**src/rtl/uart_cmd_pkg.sv**
```systemverilog
// Shared types and constants for the UART command dispatcher.
// Covers the word width, the null command encoding and the dispatcher FSM states.
package uart_cmd_pkg;

   localparam int CMD_W = 16;

   localparam logic [CMD_W-1:0] NULL_CMD = 16'h0000;

   typedef enum logic [1:0] {
      IDLE     = 2'd0,
      CLEAR    = 2'd1,
      WAIT_LOW = 2'd2
   } dispatch_state_t;

endpackage : uart_cmd_pkg

```
**src/rtl/uart_cmd_dispatch_cmd_fifo.sv**
```systemverilog
// First-word-fall-through command queue with a registered head and registered empty/full flags.
// Pointers carry one extra wrap bit, so full and empty come from comparing the MSBs.
module cmd_fifo
   import uart_cmd_pkg::*;
#(
   parameter int FIFO_DEPTH = 4,
   parameter int CMD_W      = uart_cmd_pkg::CMD_W
) (
   input  logic             clk,
   input  logic             rst,
   input  logic             push,
   input  logic [CMD_W-1:0] push_data,
   input  logic             pop,
   output logic [CMD_W-1:0] head,
   output logic             empty,
   output logic             full
);

   localparam int AW = $clog2(FIFO_DEPTH);

   logic [CMD_W-1:0] r_mem [FIFO_DEPTH];
   logic [AW:0]      r_wr_ptr;
   logic [AW:0]      r_rd_ptr;
   logic             r_empty;
   logic             r_full;
   logic [CMD_W-1:0] r_head;

   logic             w_do_push;
   logic             w_do_pop;
   logic [AW:0]      w_wr_nxt;
   logic [AW:0]      w_rd_nxt;
   logic             w_empty_nxt;
   logic             w_full_nxt;
   logic [CMD_W-1:0] w_head_nxt;

   // NOTE: every signal driven here gets a default first, so no path can leave one unassigned and infer a latch.
   always_comb begin
      w_do_push   = push && !r_full;
      w_do_pop    = pop && !r_empty;
      w_wr_nxt    = r_wr_ptr + (AW+1)'(w_do_push);
      w_rd_nxt    = r_rd_ptr + (AW+1)'(w_do_pop);
      w_empty_nxt = (w_wr_nxt == w_rd_nxt);
      w_full_nxt  = (w_wr_nxt[AW] != w_rd_nxt[AW]) &&
                    (w_wr_nxt[AW-1:0] == w_rd_nxt[AW-1:0]);
      w_head_nxt  = r_mem[w_rd_nxt[AW-1:0]];
      // The word being written this cycle becomes the head when nothing older remains ahead of it.
      if (w_do_push && (w_rd_nxt[AW-1:0] == r_wr_ptr[AW-1:0])) begin
         w_head_nxt = push_data;
      end
      if (w_empty_nxt) begin
         w_head_nxt = '0;
      end
   end

   // NOTE: the storage array has no reset; the pointers and flags alone decide which entries are live.
   always_ff @(posedge clk) begin
      if (w_do_push) begin
         r_mem[r_wr_ptr[AW-1:0]] <= push_data;
      end
   end

   // NOTE: sequential state uses non-blocking assignments so every register samples pre-edge values.
   always_ff @(posedge clk) begin
      if (rst) begin
         r_wr_ptr <= '0;
         r_rd_ptr <= '0;
         r_empty  <= 1'b1;
         r_full   <= 1'b0;
         r_head   <= '0;
      end else begin
         r_wr_ptr <= w_wr_nxt;
         r_rd_ptr <= w_rd_nxt;
         r_empty  <= w_empty_nxt;
         r_full   <= w_full_nxt;
         r_head   <= w_head_nxt;
      end
   end

   assign head  = r_head;
   assign empty = r_empty;
   assign full  = r_full;

endmodule : cmd_fifo

```
**src/rtl/uart_cmd_dispatch.sv**
```systemverilog
// Routes the interpreter's held MGU/GNU snapshot into per-unit queues and returns a one-cycle cmd_clear.
// Optional statistics counters are built when UART_CMD_DISPATCH_STATS_EN is defined.
module uart_cmd_dispatch
   import uart_cmd_pkg::*;
#(
   parameter int FIFO_DEPTH = 4,
   parameter int CMD_W      = uart_cmd_pkg::CMD_W
) (
   input  logic             clk,
   input  logic             rst,
   input  logic             cmd_set,
   input  logic [CMD_W-1:0] mgu_cmd,
   input  logic [CMD_W-1:0] gnu_cmd,
   output logic             cmd_clear,
   output logic             mgu_valid,
   output logic [CMD_W-1:0] mgu_data,
   input  logic             mgu_ready,
   output logic             gnu_valid,
   output logic [CMD_W-1:0] gnu_data,
   input  logic             gnu_ready
`ifdef UART_CMD_DISPATCH_STATS_EN
   ,
   output logic [15:0]      stat_accepted,
   output logic [15:0]      stat_stall
`endif
);

   dispatch_state_t r_state;
   dispatch_state_t w_state_nxt;
   logic            r_cmd_clear;

   logic             w_mgu_hit;
   logic             w_gnu_hit;
   logic             w_accept;
   logic             w_stall;
   logic             w_mgu_push;
   logic             w_gnu_push;
   logic             w_mgu_empty;
   logic             w_mgu_full;
   logic             w_gnu_empty;
   logic             w_gnu_full;
   logic [CMD_W-1:0] w_mgu_head;
   logic [CMD_W-1:0] w_gnu_head;

   assign w_mgu_hit  = (mgu_cmd != CMD_W'(NULL_CMD));
   assign w_gnu_hit  = (gnu_cmd != CMD_W'(NULL_CMD));
   assign w_mgu_push = w_accept && w_mgu_hit;
   assign w_gnu_push = w_accept && w_gnu_hit;

   always_comb begin
      w_state_nxt = r_state;
      w_accept    = 1'b0;
      w_stall     = 1'b0;
      case (r_state)
         IDLE: begin
            if (cmd_set) begin
               // A null word never needs space, so only targeted queues can stall the snapshot.
               if (!(w_mgu_hit && w_mgu_full) && !(w_gnu_hit && w_gnu_full)) begin
                  w_accept    = 1'b1;
                  w_state_nxt = CLEAR;
               end else begin
                  w_stall = 1'b1;
               end
            end
         end
         CLEAR:    w_state_nxt = WAIT_LOW;
         WAIT_LOW: if (!cmd_set) w_state_nxt = IDLE;
         default:  w_state_nxt = IDLE;
      endcase
   end

   always_ff @(posedge clk) begin
      if (rst) begin
         r_state     <= IDLE;
         r_cmd_clear <= 1'b0;
      end else begin
         r_state     <= w_state_nxt;
         r_cmd_clear <= w_accept;
      end
   end

   cmd_fifo #(
      .FIFO_DEPTH (FIFO_DEPTH),
      .CMD_W      (CMD_W)
   ) u_mgu_fifo (
      .clk       (clk),
      .rst       (rst),
      .push      (w_mgu_push),
      .push_data (mgu_cmd),
      .pop       (mgu_ready),
      .head      (w_mgu_head),
      .empty     (w_mgu_empty),
      .full      (w_mgu_full)
   );

   cmd_fifo #(
      .FIFO_DEPTH (FIFO_DEPTH),
      .CMD_W      (CMD_W)
   ) u_gnu_fifo (
      .clk       (clk),
      .rst       (rst),
      .push      (w_gnu_push),
      .push_data (gnu_cmd),
      .pop       (gnu_ready),
      .head      (w_gnu_head),
      .empty     (w_gnu_empty),
      .full      (w_gnu_full)
   );

   assign cmd_clear = r_cmd_clear;
   assign mgu_valid = !w_mgu_empty;
   assign mgu_data  = w_mgu_head;
   assign gnu_valid = !w_gnu_empty;
   assign gnu_data  = w_gnu_head;

`ifdef UART_CMD_DISPATCH_STATS_EN
   logic [15:0] r_stat_accepted;
   logic [15:0] r_stat_stall;

   always_ff @(posedge clk) begin
      if (rst) begin
         r_stat_accepted <= '0;
         r_stat_stall    <= '0;
      end else begin
         if (w_accept && (r_stat_accepted != 16'hFFFF)) begin
            r_stat_accepted <= r_stat_accepted + 16'd1;
         end
         if (w_stall && (r_stat_stall != 16'hFFFF)) begin
            r_stat_stall <= r_stat_stall + 16'd1;
         end
      end
   end

   assign stat_accepted = r_stat_accepted;
   assign stat_stall    = r_stat_stall;
`endif

endmodule : uart_cmd_dispatch

```
**config.mk**
```make
export PLATFORM = sky130hd
export DESIGN_NAME = uart_cmd_dispatch
export DESIGN_NICKNAME = d
export VERILOG_FILES = /design/src/rtl/uart_cmd_pkg.sv /design/src/rtl/uart_cmd_dispatch_cmd_fifo.sv /design/src/rtl/uart_cmd_dispatch.sv
export SDC_FILE = /design/constraint.sdc
export NUM_CORES = 1
export LEC_CHECK = 0
export ABC_AREA = 1
export BUFFER_PORTS_ARGS = -buffer_cell sky130_fd_sc_hd__buf_2
export CAP_MARGIN = 20
export CORE_UTILIZATION = 45
export DETAILED_ROUTE_END_ITERATION = 7
export HOLD_SLACK_MARGIN = 0.05
export PLACE_DENSITY = 0.68
export SLEW_MARGIN = 20
export SYNTH_ARGS = -nofsm -noshare
export SYNTH_HDL_FRONTEND = slang
export SYNTH_HIERARCHICAL = 1
export SYNTH_SLANG_ARGS = --single-unit
```
**constraint.sdc**
```tcl
create_clock -name clk -period 5.4 [get_ports clk]
set_input_delay 1.08 -clock clk [delete_from_list [all_inputs] [get_ports clk]]
set_output_delay 1.08 -clock clk [all_outputs]
set_load 0.01 [all_outputs]
```
## Yosys cells after proc, flatten, opt, wreduce, memory -nomap -nowiden

Memory sizes are Yosys's and may differ from the RTL's. A register that Yosys moved wholly into a read port is not among the register bits.
Index checks and enable logic that the tools add are counted.

- Register bits after elaboration: 19
- RAM bits: 128
- Output and inout bits: 35
- Word-level logic and storage cells: 61
- Memories kept: 2

Memory list:

| memory | depth | width | rd ports | clocked after memory_dff | wr ports | line | text |
|---|---|---|---|---|---|---|---|
| u_gnu_fifo.r_mem | 4 | 16 | 1 | 1 | 1 | uart_cmd_dispatch_cmd_fifo.sv:21 | `logic [CMD_W-1:0] r_mem [FIFO_DEPTH];` |
| u_mgu_fifo.r_mem | 4 | 16 | 1 | 1 | 1 | uart_cmd_dispatch_cmd_fifo.sv:21 |  |

- Add/subtract/negate cells: 4
- Eq/ne operators: 11
- Muxes and demuxes: 11
- Reduce and logical (&&, ||, !) cells: 23

Operators with widths:

| cell | count |
|---|---|
| 16-bit nonzero test | 2 |
| 3-bit by 1-bit adder with 3-bit output | 4 |
| 1-bit logical AND | 11 |
| 1-bit two-way mux | 7 |
| 3-bit == test | 2 |
| 1-bit zero test | 6 |
| 2-bit two-way mux | 3 |
| 2-bit != test, second input constant | 3 |
| 2-bit case mux with 3 select lines | 1 |
| 2-bit == test | 2 |
| 2-bit OR reduction | 2 |
| 3-bit AND reduction | 1 |
| 2-bit by 1-bit == test with 1-bit output, second input constant | 1 |
| 2-bit == test, second input constant | 1 |
| 2-bit zero test | 1 |
| 1-bit != test | 2 |

## Longest topological paths before layout

- Depth after elaboration: 12
- Gate-level depth with buffers: 20

## Cells and area by module

Netlist, hierarchy kept.

Modules (own cells, without submodules):

| module | times used | cells an instance | area an instance (um^2) |
|---|---|---|---|
| cmd_fifo at u_gnu_fifo | 1 | 394 | 3918.8 |
| cmd_fifo at u_mgu_fifo | 1 | 381 | 3777.4 |
| uart_cmd_dispatch | 1 | 51 | 272.8 |

## Least setup slack after synthesis

No wires, ideal clock.

- Kind: input to register
- From: in mgu_cmd[15]
- To: reg u_gnu_fifo.r_head[15], in the netlist u_gnu_fifo/head[15], read port of u_gnu_fifo.r_mem
- Data arrival time: 2809 ps
- Path slack: 2478 ps
- Stages on the path: 16
- Path through: nor2_1 nand2_1 nor2_1 nand2_1 nand2_1 nand4_1 inv_1 inv_1 nor2_2 ha_1 ha_1 xnor2_1 nand3_4 buf_6 nand3_1 nor2_1

- Longest elaborated chain between the ends: 12

RTL lines:

| what | line | text |
|---|---|---|
| from (decl) | uart_cmd_dispatch.sv:12 | `input logic [CMD_W-1:0] mgu_cmd,` |
| 16-bit nonzero test | uart_cmd_dispatch.sv:45 | `assign w_mgu_hit = (mgu_cmd != CMD_W'(NULL_CMD));` |
| 1-bit logical AND | uart_cmd_dispatch.sv:58 | `if (!(w_mgu_hit && w_mgu_full) && !(w_gnu_hit && w_gnu_full)) begin` |
| 1-bit zero test | uart_cmd_dispatch.sv:58 |  |
| 1-bit logical AND | uart_cmd_dispatch.sv:58 |  |
| 1-bit two-way mux | uart_cmd_dispatch.sv:58 |  |
| 1-bit two-way mux | uart_cmd_dispatch.sv:56 | `if (cmd_set) begin` |
| 1-bit two-way mux | uart_cmd_dispatch.sv:54 | `case (r_state)` |
| 1-bit logical AND | uart_cmd_dispatch.sv:48 | `assign w_gnu_push = w_accept && w_gnu_hit;` |
| via w_gnu_push | uart_cmd_dispatch.sv:37 | `logic w_gnu_push;` |
| 1-bit logical AND | uart_cmd_dispatch_cmd_fifo.sv:38 | `w_do_push = push && !r_full;` |
| 3-bit by 1-bit adder with 3-bit output | uart_cmd_dispatch_cmd_fifo.sv:40 | `w_wr_nxt = r_wr_ptr + (AW+1)'(w_do_push);` |
| via u_gnu_fifo.w_wr_nxt[1] | uart_cmd_dispatch_cmd_fifo.sv:30 | `logic [AW:0] w_wr_nxt;` |
| 3-bit == test | uart_cmd_dispatch_cmd_fifo.sv:42 | `w_empty_nxt = (w_wr_nxt == w_rd_nxt);` |
| 2-bit OR reduction (no source line) | n/a |  |
| to (decl) | uart_cmd_dispatch_cmd_fifo.sv:26 | `logic [CMD_W-1:0] r_head;` |

The timed path passes the listed nets, and every way through them passes these cells.
A chain may end at the register's enable or synchronous reset.

## Worst setup path after layout

- From: in mgu_ready
- To: reg u_mgu_fifo.r_head[0], in the netlist u_mgu_fifo/head[0], read port of u_mgu_fifo.r_mem

- Longest elaborated chain between the ends: 4

RTL lines:

| what | line | text |
|---|---|---|
| from (decl) | uart_cmd_dispatch.sv:17 | `input logic mgu_ready,` |
| 1-bit logical AND (*) | uart_cmd_dispatch_cmd_fifo.sv:39 | `w_do_pop = pop && !r_empty;` |
| 3-bit by 1-bit adder with 3-bit output (*) | uart_cmd_dispatch_cmd_fifo.sv:41 | `w_rd_nxt = r_rd_ptr + (AW+1)'(w_do_pop);` |
| via u_mgu_fifo.w_rd_nxt[1] | uart_cmd_dispatch_cmd_fifo.sv:31 | `logic [AW:0] w_rd_nxt;` |
| 3-bit == test | uart_cmd_dispatch_cmd_fifo.sv:42 |  |
| 2-bit OR reduction (no source line) | n/a |  |
| to (decl) | uart_cmd_dispatch_cmd_fifo.sv:26 |  |

Mark *: on every way through the listed nets, which the timed path passes. The rest lies on a longest branch.

==> impl_metrics.py <==
metrics = {
    "setup_path": {
        "end_kind": "flop",
        "crit_arrival_ns": 3.79,
        "cp_max_fo": 36,
        "required_ns": 5.72,
        "criticalPathCategory": "primary input to flop",
        "startpoint_type": "primary input",
    },
    "clocking": {
        "hold_buffers": 0,
        "clock_latency_ns": 0.42,
        "h-tree-depth": 4,
        "clk_path_buf_depth": 2,
        "cts_made_buffers": 17,
        "cts-root-buf": "clkbuf_16",
        "cts.clk_slew.worst_paths_ns": 0.07,
        "cts_setup_buffers": 0,
        "clock_sinks": 179,
        "cts_tree": "done",
        "post_cts_resized": 0,
    },
    "floorplanning": {
        "core_um2": 17300,
        "start_util_pct": 46.1,
        "ioPinCount": 72,
        "die-area_um2": 18200,
        "fp-row-count": 48,
        "dieHeight_um": 135,
        "die_w_um": 135,
    },
    "pwr": {
        "power_density_nw_per_um2": 396,
        "p_leak_uw": 0.00404,
        "peakVddDrop_v": 0.000276,
        "power_uw": 3590,
    },
    "global_route": {
        "grt_pass1_vias": 5095,
        "grt_use_total_pct": 18.9,
        "grt_pass1_wl_um": 26000,
        "antenna_found_initial": 0,
        "grt_start_max_net_pins": 37,
        "grt_overflow_total": 0,
    },
    "routing": {
        "via_count": 5470,
        "first_iter_violations": 374,
        "final_antenna_net_count": 0,
        "drt-total-wl_um": 16200,
        "post_drt_wl_per_cell_um": 14.4,
        "drc": 0,
        "drtPass1Iterations": 4,
        "vias_per_cell": 4.85,
    },
    "timing": {
        "tightest_slew_ns": 0.820,
        "setup-tns-final_ns": 0,
        "timing.fmax_ghz": 0.289,
        "finalSetupViolCount": 0,
        "hold_violations": 0,
        "min_period_ns": 3.46,
        "fin_skew_ns": 0.00874,
        "final-max-slew-violation-count": 0,
        "period_share_pct": 64.2,
        "slew_headroom_pct": 45.3,
        "rsz0062_at_grt": "no",
        "timing.hold.ws_ns": 0.526,
    },
    "worst_hold_path": {
        "hp-class": "flop to flop",
    },
    "synth": {
        "synth.cell_area_um2": 7970,
        "yosysUniqueCellTypes": 28,
        "syn_nets": 869,
        "synthTopCellsByArea": "edfxtp_1 (48%), dfxtp_1 (13%), nand2_1 (7.7%), inv_1 (6.1%), nand3b_1 (5.7%)",
        "synth.avg_cell_area_um2": 9.65,
        "synthCells": 826,
        "yosysWarnings": 6,
        "synth_top_area_share_pct": 48.2,
        "yosys.area.top_type": "edfxtp_1",
        "yosysSeqAreaShare_pct": 61.0,
        "synth-seq-cells": 179,
    },
    "final_layout": {
        "final_cell_mix": "nand2_1 (164), inv_1 (129), edfxtp_1 (128), nor2_1 (109), nand3_1 (89)",
        "post-route-util_pct": 52.4,
        "drive_above_1_share_pct": 15.2,
        "antennaDiodeCount": 0,
        "final_nets": 933,
        "layout_commonest_cell": "nand2_1",
        "syn_to_final_growth_pct": 13.8,
    },
    "job": {
        "drv_cap": 0,
    },
    "place": {
        "dp_hpwl_um": 9610,
        "io_buffers": 71,
        "place.gp.congestion": 0.750,
    },
    "run_status": {
        "status": "finished, final reports clean",
    },
}
worst max-delay path, stage by stage:
cell and delay [ns]:
buf_2 0.11, nand3_2 0.06, buf_4 0.37, inv_1 0.09
ha_1 0.62, inv_2 0.46, nand3_1 0.12, nand2_1 0.09
nand3_2 0.08, inv_2 0.43, nand2_1 0.11, nand2_1 0.09
nor2_1 0.05
flip-flops by register name (all words and copies together), names as in the netlist, 2 cells and up:
name and count:
r_state 2, u_mgu_fifo/r_wr_ptr 3, u_gnu_fifo/head 16, u_mgu_fifo/r_mem 64, u_gnu_fifo/r_wr_ptr 3, u_mgu_fifo/head 16, u_gnu_fifo/r_rd_ptr 3, u_mgu_fifo/r_rd_ptr 3
u_gnu_fifo/r_mem 64
per-stage QoR:
stage / area (um2) / std cells / worst slack, ns
floorplan: 7970 / 826 / 2.48
global placement: 8480 / 1096 / 1.53
detailed placement: 8480 / 1096 / 1.47
CTS: 9070 / 1128 / 1.92
global route: 9070 / 1128 / 1.66
finish: 9070 / 1128 / 1.94
synth_stat cells:
| master | count |
|---|---|
| nor3b_4 | 1 |
| nand4_1 | 19 |
| xnor2_1 | 2 |
| nand2_4 | 4 |
| xor2_1 | 2 |
| nand2_1 | 164 |
| a211oi_1 | 1 |
| nand3_1 | 89 |
| buf_1 | 4 |
| nand3b_1 | 61 |
| nor2_2 | 2 |
| nand3_2 | 5 |
| inv_2 | 4 |
| edfxtp_1 | 128 |
| buf_6 | 5 |
| buf_2 | 17 |
| buf_4 | 2 |
| clkbuf_1 | 7 |
| dfxtp_1 | 51 |
| nor3_1 | 1 |
| o21ai_0 | 1 |
| ha_1 | 6 |
| inv_4 | 2 |
| nor2_1 | 109 |
| clkinv_1 | 1 |
| nand2_2 | 6 |
| inv_1 | 129 |
| nand3_4 | 3 |
metal layers:
metal  routed length, um  track usage [%]  up-vias
met2                7990             32.3      124
met5                   0                0        -
li1                    -                -     2801
met4                 223             6.99        0
met3                 676             3.72       17
met1                7350             23.7     2528
area by class of cell:
class                      instances  area [um2]
fill                            1583        8230
sequential                       179        4860
multi-input combinational        476        2390
inverter                         136         515
clock buffer                      19         443
timing repair buffer              80         423
tap                              225         282
clock inverter                    13         148
logic make-up after synthesis:
kind of cell	synth area share [%]
XOR/XNOR	0.440
adder cells (fa/ha/maj)	0.942
AND/OR/NAND/NOR	28.5
flip-flops	61.0
AO/OA/AOI/OAI	0.157
buffers and inverters	8.95
path summary, 6_finish.rpt:
kind | start | slack, ns | cells after the start | to
min reg2reg | r_state[0] | 0.53 | 2 | r_state[1]
max reg2reg | u_mgu_fifo/empty | 2.32 | 13 | u_mgu_fifo/head[0]
min | r_state[0] | 0.53 | 2 | r_state[1]
max | mgu_ready | 1.94 | 13 | u_mgu_fifo/head[0]
power breakdown:
part	internal [uW]	total, uW	switching, uW
Sequential	1600	1640	38.6
Clock	702	1230	524
Combinational	227	723	495
Total	2530	3590	1060
Power figures use the tool's default switching activity.
